**config.mk**
```make
export PLATFORM = sky130hd
export DESIGN_NAME = demux_4_stream_flat
export DESIGN_NICKNAME = d
export VERILOG_FILES = /design/src/rtl/demux_4_stream_if.sv /design/src/rtl/demux_4_stream.sv /design/src/flat_wrapper.sv
export SDC_FILE = /design/constraint.sdc
export NUM_CORES = 1
export LEC_CHECK = 0
export ABC_AREA = 1
export CAP_MARGIN = 20
export CORE_ASPECT_RATIO = 1.4
export CORE_UTILIZATION = 55
export DETAILED_ROUTE_END_ITERATION = 6
export PLACE_DENSITY = 0.92
export RECOVER_POWER = 100
export SLEW_MARGIN = 20
export SYNTH_ARGS = -nofsm -noshare
export SYNTH_HDL_FRONTEND = slang
export SYNTH_SLANG_ARGS = --single-unit
export TNS_END_PERCENT = 5
```
**constraint.sdc**
```tcl
create_clock -name clk -period 6.05 [get_ports clk]
set_input_delay 1.21 -clock clk [delete_from_list [all_inputs] [get_ports clk]]
set_output_delay 1.21 -clock clk [all_outputs]
set_load 0.03 [all_outputs]
```
**src/rtl/demux_4_stream_if.sv**
```systemverilog
// Stream bundle for the 1:4 distributor: one producer-side input stream and four
// consumer lanes plus status. slave = distributor view, master = producer/consumer view.
interface demux_4_stream_if #(
  parameter int unsigned data_width = 16,
  parameter int unsigned cnt_width  = 8
) ();
  logic [data_width-1:0] din;
  logic [1:0]            sel;
  logic                  in_valid;
  logic                  in_ready;
  logic [data_width-1:0] dout_0;
  logic [data_width-1:0] dout_1;
  logic [data_width-1:0] dout_2;
  logic [data_width-1:0] dout_3;
  logic [3:0]            out_valid;
  logic [3:0]            out_ready;
  logic [3:0]            lane_full;
  logic [cnt_width-1:0]  words_out;

  modport slave (
    input  din, sel, in_valid, out_ready,
    output in_ready, dout_0, dout_1, dout_2, dout_3, out_valid, lane_full, words_out
  );

  modport master (
    output din, sel, in_valid, out_ready,
    input  in_ready, dout_0, dout_1, dout_2, dout_3, out_valid, lane_full, words_out
  );
endinterface

```
**src/rtl/demux_4_stream.sv**
```systemverilog
// Registered 1:4 stream distributor: din is routed by sel into one of four
// independent per-lane FIFOs; each lane drains on its own valid/ready handshake.
module demux_4_stream #(
  parameter int unsigned data_width = 16,
  parameter int unsigned depth      = 2,
  parameter int unsigned cnt_width  = 8
) (
  input  logic               clk,
  input  logic               reset_n,
  demux_4_stream_if.slave    bus
);
  localparam int unsigned aw = $clog2(depth);
  localparam logic [aw:0] full_cnt = (aw+1)'(depth);

  logic [data_width-1:0] mem [4][depth];
  logic [aw-1:0]         rd_ptr [4];
  logic [aw-1:0]         wr_ptr [4];
  logic [aw:0]           occ    [4];
  logic [cnt_width-1:0]  words_q;

  logic [3:0] full;
  logic [3:0] valid;
  logic [3:0] pop;
  logic [3:0] push_lane;
  logic       push;
  logic [2:0] pop_cnt;

  always_comb begin
    full      = '0;
    valid     = '0;
    pop       = '0;
    push_lane = '0;
    pop_cnt   = '0;
    for (int unsigned k = 0; k < 4; k++) begin
      full[k]  = (occ[k] == full_cnt);
      valid[k] = (occ[k] != '0);
    end
    // Refusal depends only on registered occupancy: no bypass when the lane pops.
    push = bus.in_valid && !full[bus.sel];
    for (int unsigned k = 0; k < 4; k++) begin
      pop[k]       = valid[k] && bus.out_ready[k];
      push_lane[k] = push && (bus.sel == 2'(k));
      pop_cnt      = pop_cnt + 3'(pop[k]);
    end
  end

  // Storage carries no reset; pointers and occupancy define what is live.
  always_ff @(posedge clk) begin
    if (push)
      mem[bus.sel][wr_ptr[bus.sel]] <= bus.din;
  end

  always_ff @(posedge clk) begin
    if (!reset_n) begin
      for (int unsigned k = 0; k < 4; k++) begin
        rd_ptr[k] <= '0;
        wr_ptr[k] <= '0;
        occ[k]    <= '0;
      end
      words_q <= '0;
    end else begin
      for (int unsigned k = 0; k < 4; k++) begin
        if (push_lane[k]) wr_ptr[k] <= wr_ptr[k] + 1'b1;
        if (pop[k])       rd_ptr[k] <= rd_ptr[k] + 1'b1;
        case ({push_lane[k], pop[k]})
          2'b10:   occ[k] <= occ[k] + 1'b1;
          2'b01:   occ[k] <= occ[k] - 1'b1;
          default: occ[k] <= occ[k];
        endcase
      end
      words_q <= words_q + cnt_width'(pop_cnt);
    end
  end

  assign bus.in_ready  = !full[bus.sel];
  assign bus.out_valid = valid;
  assign bus.lane_full = full;
  assign bus.words_out = words_q;
  assign bus.dout_0    = mem[0][rd_ptr[0]];
  assign bus.dout_1    = mem[1][rd_ptr[1]];
  assign bus.dout_2    = mem[2][rd_ptr[2]];
  assign bus.dout_3    = mem[3][rd_ptr[3]];
endmodule

```
**src/flat_wrapper.sv**
```systemverilog
// flat-port wrapper written by rule: the top's interface ports become plain ports
module demux_4_stream_flat 
#(
  parameter int unsigned data_width = 16,
  parameter int unsigned depth      = 2,
  parameter int unsigned cnt_width  = 8
)
  (clk, reset_n, bus_din, bus_sel, bus_in_valid, bus_out_ready, bus_in_ready, bus_dout_0, bus_dout_1, bus_dout_2, bus_dout_3, bus_out_valid, bus_lane_full, bus_words_out);
  demux_4_stream_if #(.data_width(data_width), .cnt_width(cnt_width)) bus_i ();
  input  logic clk;
  input  logic reset_n;
  input wire logic [$bits(bus_i.din)-1:0] bus_din;
  input wire logic [$bits(bus_i.sel)-1:0] bus_sel;
  input wire logic [$bits(bus_i.in_valid)-1:0] bus_in_valid;
  input wire logic [$bits(bus_i.out_ready)-1:0] bus_out_ready;
  output wire logic [$bits(bus_i.in_ready)-1:0] bus_in_ready;
  output wire logic [$bits(bus_i.dout_0)-1:0] bus_dout_0;
  output wire logic [$bits(bus_i.dout_1)-1:0] bus_dout_1;
  output wire logic [$bits(bus_i.dout_2)-1:0] bus_dout_2;
  output wire logic [$bits(bus_i.dout_3)-1:0] bus_dout_3;
  output wire logic [$bits(bus_i.out_valid)-1:0] bus_out_valid;
  output wire logic [$bits(bus_i.lane_full)-1:0] bus_lane_full;
  output wire logic [$bits(bus_i.words_out)-1:0] bus_words_out;
  assign bus_i.din = bus_din;
  assign bus_i.sel = bus_sel;
  assign bus_i.in_valid = bus_in_valid;
  assign bus_i.out_ready = bus_out_ready;
  assign bus_in_ready = bus_i.in_ready;
  assign bus_dout_0 = bus_i.dout_0;
  assign bus_dout_1 = bus_i.dout_1;
  assign bus_dout_2 = bus_i.dout_2;
  assign bus_dout_3 = bus_i.dout_3;
  assign bus_out_valid = bus_i.out_valid;
  assign bus_lane_full = bus_i.lane_full;
  assign bus_words_out = bus_i.words_out;
  demux_4_stream #(.data_width(data_width), .depth(depth), .cnt_width(cnt_width)) u_core (.clk(clk), .reset_n(reset_n), .bus(bus_i));
endmodule
```
# After elaboration in Yosys (flattened, before gate mapping)
# Memories as Yosys holds them, arrays and structs flattened.
# Cells that the tools add are included.
[classes]
n_eq_ne = 15
n_lt_le_gt_ge = 7
bitwise_logic = 25
mux = 99
add_sub_neg = 20
n_reduce_logical = 20
[op_table]
columns = ["operator", "n"]
rows = [
  ["$mux W16", 13],
  ["$mux W1", 71],
  ["$mux W32", 1],
  ["$mux W2", 12],
  ["$eq A2 B2 Y1 const B", 10],
  ["$or A1 B1 Y1", 20],
  ["$demux W16 S1", 1],
  ["$eq A2 B1 Y1 const B", 5],
  ["$ge A2 B2 Y1 const B", 5],
  ["$logic_and A1 B1 Y1", 10],
  ["$not A1 Y2", 5],
  ["$add A1 B1 Y1 const B", 8],
  ["$add A2 B1 Y2 const B", 4],
  ["$add A8 B3 Y8", 1],
  ["$reduce_bool A2 Y1", 4],
  ["$reduce_or A2 Y1", 4],
  ["$sub A2 B1 Y2 const B", 4],
  ["$add A3 B1 Y3", 2],
  ["$lt A2 B3 Y1 const B", 1],
  ["$add A1 B1 Y2", 1],
  ["$bmux W1 S2", 1],
  ["$logic_not A2 Y1", 1],
  ["$lt A2 B1 Y1 const B", 1],
  ["$logic_not A1 Y1", 1],
]
[word_totals]
ramBits = 144
reg_bits = 8
n_memories = 4
output_inout_bits = 81
word_cells = 191
[mem_list]
columns = ["name", "depth", "width", "rd", "rd_clocked_by_memory_dff", "write_ports", "line", "source"]
rows = [
  ["u_core.mem", 4, 32, 4, 0, 1, "demux_4_stream.sv:15", "logic [data_width-1:0] mem [4][depth];"],
  ["u_core.occ", 4, 2, 4, 0, 4, "demux_4_stream.sv:18", "logic [aw:0] occ [4];"],
  ["u_core.rd_ptr", 4, 1, 4, 0, 4, "demux_4_stream.sv:16", "logic [aw-1:0] rd_ptr [4];"],
  ["u_core.wr_ptr", 4, 1, 5, 0, 4, "demux_4_stream.sv:17", "logic [aw-1:0] wr_ptr [4];"],
]

# Longest topological paths before layout
# An unclocked memory read counts as a cell.
[logic_depth]
word_depth = 14
mapped_depth = 17
depth_no_buf = 17

# Worst setup path before layout
# OpenSTA, ideal clock, no wires.
[synth_path]
kind = "input port to flip-flop"
start = "input bus_out_ready[0]"
end = "register u_core.words_q[4] (netlist: u_core.bus.words_out[4])"
setup_slack_ns = 2.732
setup_time_ns = 0.129
arrival_ns = 3.189
stages = 13
t_required_ns = 5.921
cell_sequence = "nand2_1 -> inv_1 -> ha_1 -> inv_1 -> fa_1 -> inv_1 -> ha_1 -> inv_1 -> fa_1 -> nor2_1 -> o21ai_0 -> o21ai_0 -> a21oi_1"
[synth_between]
elab_chain_cells = 5
[synth_rtl]
columns = ["item", "line", "source"]
rows = [
  ["start: declaration", "flat_wrapper.sv:15", "input wire logic [$bits(bus_i.out_ready)-1:0] bus_out_ready;"],
  ["$logic_and A1 B1 Y1", "demux_4_stream.sv:41", "pop[k] = valid[k] && bus.out_ready[k];"],
  ["$add A1 B1 Y2", "demux_4_stream.sv:43", "pop_cnt = pop_cnt + 3'(pop[k]);"],
  ["$add A3 B1 Y3 (2 in series)", "demux_4_stream.sv:43", ""],
  ["$add A8 B3 Y8", "demux_4_stream.sv:71", "words_q <= words_q + cnt_width'(pop_cnt);"],
  ["end signal: assignment", "demux_4_stream.sv:71", ""],
  ["end: declaration", "demux_4_stream.sv:19", "logic [cnt_width-1:0] words_q;"],
]
# Every way passes these cells.
# A chain may end at the register's enable or synchronous reset.

# Final worst setup path
[layout_path]
start = "input bus_sel[1]"
end = "output bus_in_ready"
[layout_between]
elab_chain_cells = 3
[layout_rtl]
columns = ["item", "line", "source"]
rows = [
  ["start: declaration", "flat_wrapper.sv:13", "input wire logic [$bits(bus_i.sel)-1:0] bus_sel;"],
  ["$bmux W1 S2", "demux_4_stream.sv:75", "assign bus.in_ready = !full[bus.sel];"],
  ["$mux W1 (not written as such)", "demux_4_stream.sv:75", ""],
  ["$logic_not A1 Y1", "demux_4_stream.sv:75", ""],
  ["end: declaration", "flat_wrapper.sv:16", "output wire logic [$bits(bus_i.in_ready)-1:0] bus_in_ready;"],
]
# Every way passes these cells. The select of a mux whose other input is x is not followed.

==> impl_metrics.json <==
{
  "core_area_um2": 10900,
  "slew_headroom": -0.0961,
  "clkLatencyLatePin_ns": 0.41,
  "reg2reg_from": "u_core.occ[0][0]",
  "post_cts_buffers": 0,
  "ant_nets": 0,
  "vdd.ir_drop.worst_mv": 0.229,
  "critPathArrivalTime_ns": 3.17,
  "synth_top_area_frac": 0.675,
  "htreeDepth": 4,
  "path_delay_family": "buffers and inverters",
  "ys_seq_area_frac": 0.721,
  "fmax_mhz": 228,
  "synth_ff_type": "edfxtp_1",
  "gp_congestion": 0.888,
  "io_pins": 106,
  "path_clk_slew_ns": 0.06,
  "yosysMostFrequentCell": "nand2_1",
  "synth_top_family_by_area": "simple AND/OR/NAND/NOR gates",
  "synth.area.mux_share": 0.0294,
  "cts_tree": "done",
  "finalSetupViolCount": 0,
  "synth_seq_cells": 152,
  "critical_path_class": "in2out",
  "finalHoldViolCount": 0,
  "netlist_top_cells_count": "186 x nand2_1, 138 x edfxtp_1, 42 x inv_1, 28 x nor2_1, 16 x mux2_2",
  "drive_above_1_share": 0.0787,
  "p_leak_uw": 0.00320,
  "crit_required_ns": 4.84,
  "placementRows": 45,
  "globalRouteOverflowTotal": 0,
  "grt_use_met1": 0.253,
  "busiest_layer": "met2",
  "grt_pass1_wl_um": 20400,
  "drtIter0Drc": 269,
  "maxCapViolCount": 2,
  "hpwlAfterDp_um": 8710,
  "wl_per_cell_um": 17.3,
  "max_stage_delay_ns": 0.79,
  "drtPass1Iterations": 6,
  "vias": 4140,
  "final_area_um2": 7900,
  "instances_no_fill": 777,
  "viasPerCell": 5.33,
  "synth_edf_count": 138,
  "grt_max_degree": 23,
  "cts_hold_buf": 0,
  "clockBufferDepth": 2,
  "drcViolationCount": 0,
  "setup-tns-final_ns": 0,
  "dieHeight_um": 127,
  "track_usage": 0.242,
  "min-delay-start": "u_core.bus.words_out[5]",
  "grt_pass1_vias": 4144,
  "synth_fa_ha_area_frac": 0.0371,
  "antenna_found_initial": 1,
  "async_flop_share": 0,
  "path_buf_inv": 3,
  "synthXorXnorAreaFrac": 0.00143,
  "yosysTopAreaCell": "edfxtp_1",
  "synth_area_um2": 6140,
  "yosys.area_share.simple": 0.151,
  "pwr_density_cell_nw_per_um2": 339,
  "cts-buffers-inserted": 17,
  "path_cells": "dlygate4sd3_1 > inv_1 > nor2_1 > nand2_1 > nand2_1 > nor2_1 > dlygate4sd3_1",
  "dieArea_um2": 11600,
  "portBuffers": 105,
  "fin_crit_ns": 4.38,
  "drv_slew": 36,
  "violations": "max-capacitance violations, max-slew violations",
  "area_growth_pct": 28.7,
  "synth_cells": 507,
  "fin_util": 0.727,
  "cts.sinks": 152,
  "status": "complete, but fails checks",
  "dpl.cell_count": 744,
  "die_w_um": 91.3,
  "critPathLaunch": "bus_sel[1]",
  "root_buffer": "clkbuf_16",
  "slowest_stage": "dlygate4sd3_1",
  "grtUsageMet2": 0.444,
  "cts_resized": 0,
  "placedInstanceArea_um2": 7350,
  "initial_utilization": 0.565,
  "tightest_slew_ns": 1.64,
  "rsz0062_at_grt": "false",
  "synth_compound_area_frac": 0.0228,
  "worst_setup_path_start_kind": "input pin",
  "post-route-period-util": 0.724,
  "synth_nets": 549,
  "crit_path_end_kind": "output port",
  "yosysWarnings": 0,
  "cp_max_fo": 4,
  "hold_class": "reg2reg",
  "finClkSkew_ns": 0.00995,
  "final_nets": 664,
  "synth_area_leaders": "edfxtp_1 68%, nand2_1 11%, dfxtp_1 4.6%",
  "wirelength_um": 13400,
  "avgSynthCellArea_um2": 12.1,
  "use_met3": 0.0780,
  "synth.distinct_cells": 24
}
[worst min-delay path, cell delays in order (launching register included)]
cell and delay (ns):
dfxtp_1 0.34, a31oi_1 0.05, nor2_1 0.07
[per-layer routing]
metal / vias up / part of all wire
met1: 1945 / 0.35
met3: 26 / 0.083
li1: 1936 / -
met4: 0 / 0.025
met2: 233 / 0.55
met5: - / 0
[flip-flops by register name, summed over array words and instances (netlist names)]
name                  flops
u_core.bus.words_out      8
u_core.occ                8
u_core.wr_ptr             4
u_core.mem              128
u_core.rd_ptr             4
[per-stage QoR]
stage	power (uW)	hold WS (ns)	setup WS, ns
floorplan	1510	0.500	2.73
global placement	1690	0.474	2.00
detailed placement	1710	0.495	1.93
CTS	2710	0.506	1.88
global route	2770	0.541	1.57
finish	2670	0.495	1.67
[area by class of cell]
cell class              instances  area, um^2
flip-flops and latches        152        4420
clock inverters                 8        95.1
repair buffers                109        1070
fillers                       681        2970
diodes                          1        2.50
multi-input cells             296        1480
well taps                     141         176
clock buffers                  24         482
inverters                      46         173
[report_power, final]
part | internal (uW) | switching, uW | leakage, uW
Sequential | 1190 | 36.5 | 0.00138
Combinational | 152 | 284 | 0.00154
Clock | 637 | 376 | 0.000280
[final timing paths]
check	slack [ns]	end	cells after the start
max	1.67	bus_in_ready	7
max reg2reg	3.03	u_core.bus.words_out[4]	15
min	0.49	u_core.bus.words_out[5]	2
min reg2reg	0.49	u_core.bus.words_out[5]	2
[cells in the final DEF (no fill, tap or decap), types with 2 or more instances in the layout]
cell               n
nor3_1             5
nor2_1            30
clkinv_1           4
a31oi_1            2
inv_1             42
nand2_1          186
nand3_1            5
nand4_1            3
o31ai_1            2
o21ai_0           12
clkbuf_16         17
or2_2              6
clkinvlp_4         2
edfxtp_1         138
a21oi_1            9
mux2_2            16
clkdlybuf4s50_1    4
clkinv_2           4
dlygate4sd3_1    101
dfxtp_1           14
clkbuf_8           3
fa_1               2
bufinv_16          2
clkbuf_1           8
ha_1              15
[cells by family (layout without fill, tap and decap cells)]
logic type      count (synthesis)  count (layout)
buf+inv                        59             187
xor+xnor                        1               1
fa+ha+maj                      17              17
compound gates                 26              26
flops                         152             152
other cells                     0               1
mux                            16              16
simple gates                  236             236
Power figures use the tool's default switching activity.
